==> src/rtl/work_scheduler_pkg.sv <==
// Shared types for the work scheduler: FSM state encoding and default sizing.
package work_scheduler_pkg;

  typedef enum logic [1:0] {
    ST_IDLE    = 2'd0,
    ST_COMPUTE = 2'd1,
    ST_WORK    = 2'd2,
    ST_RESPOND = 2'd3
  } state_e;

  localparam int DEF_WIDTH = 8;
  localparam int DEF_NREQ  = 4;
  localparam int DEF_IDW   = 2;

endpackage

==> src/rtl/work_scheduler_rr_arbiter.sv <==
// Combinational round-robin arbiter: first valid request at or above ptr_i, wrapping.
// The pointer register itself lives in the caller.
module rr_arbiter #(
  parameter int NREQ = 4,
  parameter int IDW  = 2
) (
  input  logic [NREQ-1:0] req_i,
  input  logic [IDW-1:0]  ptr_i,
  output logic [NREQ-1:0] grant_o,
  output logic [IDW-1:0]  grant_idx_o,
  output logic            grant_valid_o
);

  logic [IDW-1:0] k_idx;
  logic           found;

  always_comb begin
    grant_o     = '0;
    grant_idx_o = '0;
    found       = 1'b0;
    k_idx       = '0;
    for (int i = 0; i < NREQ; i++) begin
      k_idx = IDW'((int'(ptr_i) + i) % NREQ);
      if (!found && req_i[k_idx]) begin
        found          = 1'b1;
        grant_o[k_idx] = 1'b1;
        grant_idx_o    = k_idx;
      end
    end
    grant_valid_o = found;
  end

endmodule

==> src/rtl/work_scheduler.sv <==
// Shares one add + work-step datapath between NREQ requesters with round-robin
// arbitration; one operation in flight, result returned tagged with requester ID.
module work_scheduler
  import work_scheduler_pkg::*;
#(
  parameter int WIDTH = DEF_WIDTH,
  parameter int NREQ  = DEF_NREQ,
  parameter int IDW   = DEF_IDW
) (
  input  logic                  clk_i,
  input  logic                  rst_i,
  input  logic [NREQ-1:0]       req_valid_i,
  output logic [NREQ-1:0]       req_ready_o,
  input  logic [NREQ*WIDTH-1:0] req_a_i,
  input  logic [NREQ*WIDTH-1:0] req_b_i,
  output logic                  rsp_valid_o,
  input  logic                  rsp_ready_i,
  output logic [IDW-1:0]        rsp_id_o,
  output logic [WIDTH:0]        rsp_sum_o,
  output logic [WIDTH:0]        rsp_result_o,
  output logic                  busy_o,
  output state_e                dbg_state_o
);

  // Handshakes: a transfer happens in a cycle where valid and ready are both high.
  // req_ready_o is combinational from valid and may only rise in IDLE; rsp_valid_o
  // holds with stable payload until rsp_ready_i, and no request is taken that cycle.

  localparam logic [WIDTH:0] WORK_MASK = (WIDTH+1)'(1) << (WIDTH-1);

  state_e         state_q, state_d;
  logic [IDW-1:0] ptr_q, ptr_d;
  logic [IDW-1:0] id_q, id_d;
  logic [WIDTH-1:0] a_q, a_d, b_q, b_d;
  logic [WIDTH:0] sum_q, sum_d, result_q, result_d;

  logic [NREQ-1:0]  grant;
  logic [IDW-1:0]   grant_idx;
  logic             grant_valid;
  logic [WIDTH-1:0] a_sel, b_sel;
  logic [WIDTH:0]   work_x;

  rr_arbiter #(.NREQ(NREQ), .IDW(IDW)) u_arb (
    .req_i         (req_valid_i),
    .ptr_i         (ptr_q),
    .grant_o       (grant),
    .grant_idx_o   (grant_idx),
    .grant_valid_o (grant_valid)
  );

  always_comb begin
    a_sel = '0;
    b_sel = '0;
    for (int k = 0; k < NREQ; k++) begin
      if (grant[k]) begin
        a_sel = req_a_i[k*WIDTH +: WIDTH];
        b_sel = req_b_i[k*WIDTH +: WIDTH];
      end
    end
  end

  always_comb begin
    state_d     = state_q;
    ptr_d       = ptr_q;
    id_d        = id_q;
    a_d         = a_q;
    b_d         = b_q;
    sum_d       = sum_q;
    result_d    = result_q;
    req_ready_o = '0;
    work_x      = ~sum_q;
    case (state_q)
      ST_IDLE: begin
        if (grant_valid) begin
          req_ready_o = grant;
          a_d         = a_sel;
          b_d         = b_sel;
          id_d        = grant_idx;
          ptr_d       = (grant_idx == IDW'(NREQ-1)) ? '0 : grant_idx + IDW'(1);
          state_d     = ST_COMPUTE;
        end
      end
      ST_COMPUTE: begin
        sum_d   = {1'b0, a_q} + {1'b0, b_q};
        state_d = ST_WORK;
      end
      ST_WORK: begin
        result_d = (work_x | WORK_MASK) & ~sum_q;
        state_d  = ST_RESPOND;
      end
      ST_RESPOND: begin
        if (rsp_ready_i) state_d = ST_IDLE;
      end
      default: state_d = ST_IDLE;
    endcase
  end

  always_ff @(posedge clk_i or posedge rst_i) begin
    if (rst_i) begin
      state_q  <= ST_IDLE;
      ptr_q    <= '0;
      id_q     <= '0;
      a_q      <= '0;
      b_q      <= '0;
      sum_q    <= '0;
      result_q <= '0;
    end else begin
      state_q  <= state_d;
      ptr_q    <= ptr_d;
      id_q     <= id_d;
      a_q      <= a_d;
      b_q      <= b_d;
      sum_q    <= sum_d;
      result_q <= result_d;
    end
  end

  assign rsp_valid_o  = (state_q == ST_RESPOND);
  assign rsp_id_o     = id_q;
  assign rsp_sum_o    = sum_q;
  assign rsp_result_o = result_q;
  assign busy_o       = (state_q != ST_IDLE);
  assign dbg_state_o  = state_q;

endmodule

==> config.mk <==
export PLATFORM = sky130hd
export DESIGN_NAME = work_scheduler
export DESIGN_NICKNAME = d
export VERILOG_FILES = /design/src/rtl/work_scheduler_pkg.sv /design/src/rtl/work_scheduler_rr_arbiter.sv /design/src/rtl/work_scheduler.sv
export SDC_FILE = /design/constraint.sdc
export NUM_CORES = 1
export LEC_CHECK = 0
export ABC_AREA = 1
export CAP_MARGIN = 5
export CORE_UTILIZATION = 52
export DETAILED_ROUTE_END_ITERATION = 16
export GPL_TIMING_DRIVEN = 0
export PLACE_DENSITY = 0.95
export SKIP_CTS_REPAIR_TIMING = 1
export SYNTH_ARGS = -nofsm -noshare
export SYNTH_HDL_FRONTEND = slang
export SYNTH_SLANG_ARGS = --single-unit
==> constraint.sdc <==
create_clock -name clk_i -period 6.4 [get_ports clk_i]
set_input_delay 1.28 -clock clk_i [delete_from_list [all_inputs] [get_ports clk_i]]
set_output_delay 1.28 -clock clk_i [all_outputs]
set_load 0.005 [all_outputs]
==> metrics.md <==
| Metric | Value |
|---|---|
| Initial antenna violation count | 0 |
| Met1 Use GR | 0.3201 |
| Yosys top cell area share | 0.3091 |
| Core footprint | a little under 6000 sq um |
| Initial detailed-routing violation count | roughly 180 |
| Hold_ws | 0.4959 ns |
| Synth Instances | 475 |
| Clock buffer count from CTS | 5 |
| Rows | 28 |
| RD Place Congestion | 0.8710 |
| Syn Nets | around 570 |
| CTS root buf | clkbuf_8 |
| Min-Delay Path Class | reg -> reg |
| Layout Nets | about 670 |
| EDFF count, synth | 0 |
| # fillers | between 400 and 500 |
| RSZ-0062 raised after global routing | no |
| Clock Path Buffers | 2 |
| Status | completed |
| Crit path launch type | primary input |
| Max_slew headroom | 0.4660 |
| GR peak layer | met2 |
| Setup WS post-layout | ~1.7 ns |
| Max-capacitance violation count | 0 |
| GRT met2 Usage | 0.4924 |
| Slew @ Worst Pin | roughly 0.8 ns |
| Delay-heaviest family, CP | buffers and inverters |
| Port Buf Inserts | 98 |
| Origin of the worst setup path | req_valid_i[3] |
| Endpoint class of the critical path | output pin |
| Antenna viol nets, final | 0 |
| DP Area | ~4300 sq um |
| Vias in the first global route | ~3,100 |
| Setup WS pre-CTS | 1.678 ns |
| Worst R2R Start | ptr_q[1]$_DFFE_PP0P_ |
| Crit path buffers/inverters | 5 |
| Final Instance Area | 4439 sq um |
| WP depth | 13 |
| WL final | ~8500 um |
| DIE AREA | between 6000 and 7000 sq um |
| Yosys reg bits | 40 |
| Fin crit share | 0.7420 |
| Area of the multi-input gates | roughly 1800 sq um |
| R2r setup slk | 3.76 ns |
| Clock slew at reported path FFs | about 0.070 ns |
| Final hold viol count | 0 |
| CP Capture Point | req_ready_o[2] |
| Worst-case vdd ir drop | roughly 0.00032 V |
| CTS sink count | 40 |
| H-tree levels | 2 |
| PwrDens | 572.3 nW/um^2 |
| Die width | a little over 80 um |
| Async SR Flop Fraction | 1.000 |
| Vias per cell | around 5 |
| Mapped Area | ~3200 sq um |
| Area grow syn2layout | 37.09% |
| Final setup fails | 0 |
| Die H | just over 80 um |
| Reg2Reg Depth | 13 |
| Most common cell in the synthesized netlist | nand2_1 |
| Placed insts | 648 |
| Top cells by count, synth | nand2_1 (170), inv_1 (63), dfrtp_1 (40) |
| Clock Skew | roughly 0.014 ns |
| CTS tree | built |
| Ranking of synthesized cells by area | dfrtp_1 (31%), nand2_1 (20%), ha_1 (7.3%) |
| Leak | ~2.4 nW |
| I/O pin total | 99 |
| Largest net degree at the start of global routing | 41 |
| Drt first pass iters | 4 |
| Starting Density | 0.5437 |
| GRT overflow | 0 |
| Worst flop-to-flop path endpoint | b_q[7]$_DFFE_PP0P_ |
| Avg WL per Cell | approximately 13 um |
| CP Class | in -> out |
| Crit-path cells | clkdlybuf4s50_1 > inv_1 > nand2_1 > nand2_1 > nand2_1 > nand2_2 > nor2_4 > nand2_1 > nand3_2 > buf_2 > nand2_1 > inv_1 > clkdlybuf4s50_1 |
| Final cell count without fillers | between 600 and 700 |
| Most used cell, CP | nand2_1 |
| Final count of pins violating max slew | 0 |
| Share of cells above drive strength 1 | 0.1188 |
| CP max stage delay | between 0.4 and 0.5 ns |
| DP Wirelength | between 6000 and 7000 um |
| Yosys cell types | 36 |
| Setup TNS | 0 ns |
| CP max FO | 10 |
| Worst path required time | between 5 and 6 ns |
| Diode count | 0 |
| Mean Syn Cell Area | approximately 7 sq um |
| Vias post-DR | 3,352 |
| Register area | approximately 1000 sq um |
| Area leader, netlist | dfrtp_1 |
| Tot GR Track Use | 0.2778 |
| Period minus WS final | around 4.7 ns |
| Post-synthesis sequential area ratio | 0.3091 |
| Most used flip-flop cell after synthesis | dfrtp_1 |
| GR Util met3 | 0.05618 |
| Max Fclk | 0.2106 GHz |
| Worst-skew pair later-pin latency | around 0.3 ns |
| WP data arrival | approximately 3.5 ns |
| Drt drc | 0 |
| YS warnings | 0 |
| First-pass GRT wire length | roughly 14,000 um |
| Slowest CP cell | clkdlybuf4s50_1 |
-- cell usage in the layout (no fill, tap or decap), types with 2 or more instances in the layout --
master / instances
nand4_1: 3
clkinv_1: 3
nand3_1: 36
buf_6: 3
a21boi_1: 2
inv_1: 62
ha_1: 19
o21ai_0: 20
dfrtp_1: 40
clkbuf_1: 3
nand2_4: 2
nor2_4: 2
nand2_2: 8
clkbuf_8: 7
nand3_2: 12
buf_2: 4
a21oi_1: 24
clkdlybuf4s50_1: 98
nand3_4: 3
buf_4: 4
nand2_1: 170
o21bai_1: 2
nor2_1: 22
inv_2: 17
-- registers in the layout, summed over array words and instances (netlist names), named ones only --
name,flops
rsp_result_o,9
b_q,8
rsp_sum_o,9
dbg_state_o,2
rsp_id_o,2
ptr_q,1
a_q,8
-- power breakdown --
group,internal (W),switching (W)
clock,0.000138,0.0000883
combinational,0.000739,0.00109
sequential,0.000383,0.0000992
-- metrics by stage --
step	utilization	total power, W
2_1_floorplan	-	0.001763
3_3_place_gp	0.7242	0.002197
3_5_place_dp	0.7242	0.002279
4_1_cts	0.7454	0.002528
5_1_grt	0.7454	0.002788
6_report	0.7454	0.002541
-- area by class of cell --
class,instances,share of cell area
Clock buffer,7,0.02170
Buffer,15,0.02480
Sequential cell,40,0.2255
Timing Repair Buffer,98,0.2210
Inverter,82,0.06933
Clock inverter,1,0.006764
Tap cell,75,0.02114
Multi-Input combinational cell,338,0.4098
-- logic make-up after synthesis --
group,synth area share
DFF,0.3091
xor gates and xnor gates,0.002705
adders and majority gates,0.07960
and+or+nand+nor,0.3829
AOI/OAI and AO/OA,0.09661
buffers and inverters,0.1291
-- per-layer routing --
metal  share of wire  vias to the layer above
met5               0                        -
met3           0.057                       26
met4           0.032                        0
li1                -                     1681
met1            0.41                     1510
met2            0.50                      135
-- worst reg2reg max path, stage by stage (launching register included) --
cell	delay, ns
dfrtp_1	0.59
inv_1	0.22
ha_1	0.39
inv_1	0.14
nand3_1	0.10
nand2_2	0.12
nor2_4	0.07
a21boi_1	0.18
nand3_2	0.21
buf_6	0.21
nand3_1	0.08
nand2_1	0.06
nand2_1	0.10
nand2_1	0.06
-- worst min path at each step --
stage                                start                          end  slack (ns)  depth (start not counted)
3_5_place_dp   rsp_result_o[0]$_DFFE_PP0P_  rsp_result_o[0]$_DFFE_PP0P_        0.48                          2
3_3_place_gp   rsp_result_o[8]$_DFFE_PP0P_  rsp_result_o[8]$_DFFE_PP0P_        0.46                          2
6_report       rsp_result_o[1]$_DFFE_PP0P_  rsp_result_o[1]$_DFFE_PP0P_        0.50                          2
4_1_cts        rsp_result_o[0]$_DFFE_PP0P_  rsp_result_o[0]$_DFFE_PP0P_        0.50                          2
2_1_floorplan      rsp_id_o[1]$_DFFE_PP0P_      rsp_id_o[1]$_DFFE_PP0P_        0.47                          2
5_1_grt            rsp_id_o[0]$_DFFE_PP0P_      rsp_id_o[0]$_DFFE_PP0P_        0.53                          2
No activity file was read; power rests on OpenSTA's default activity.
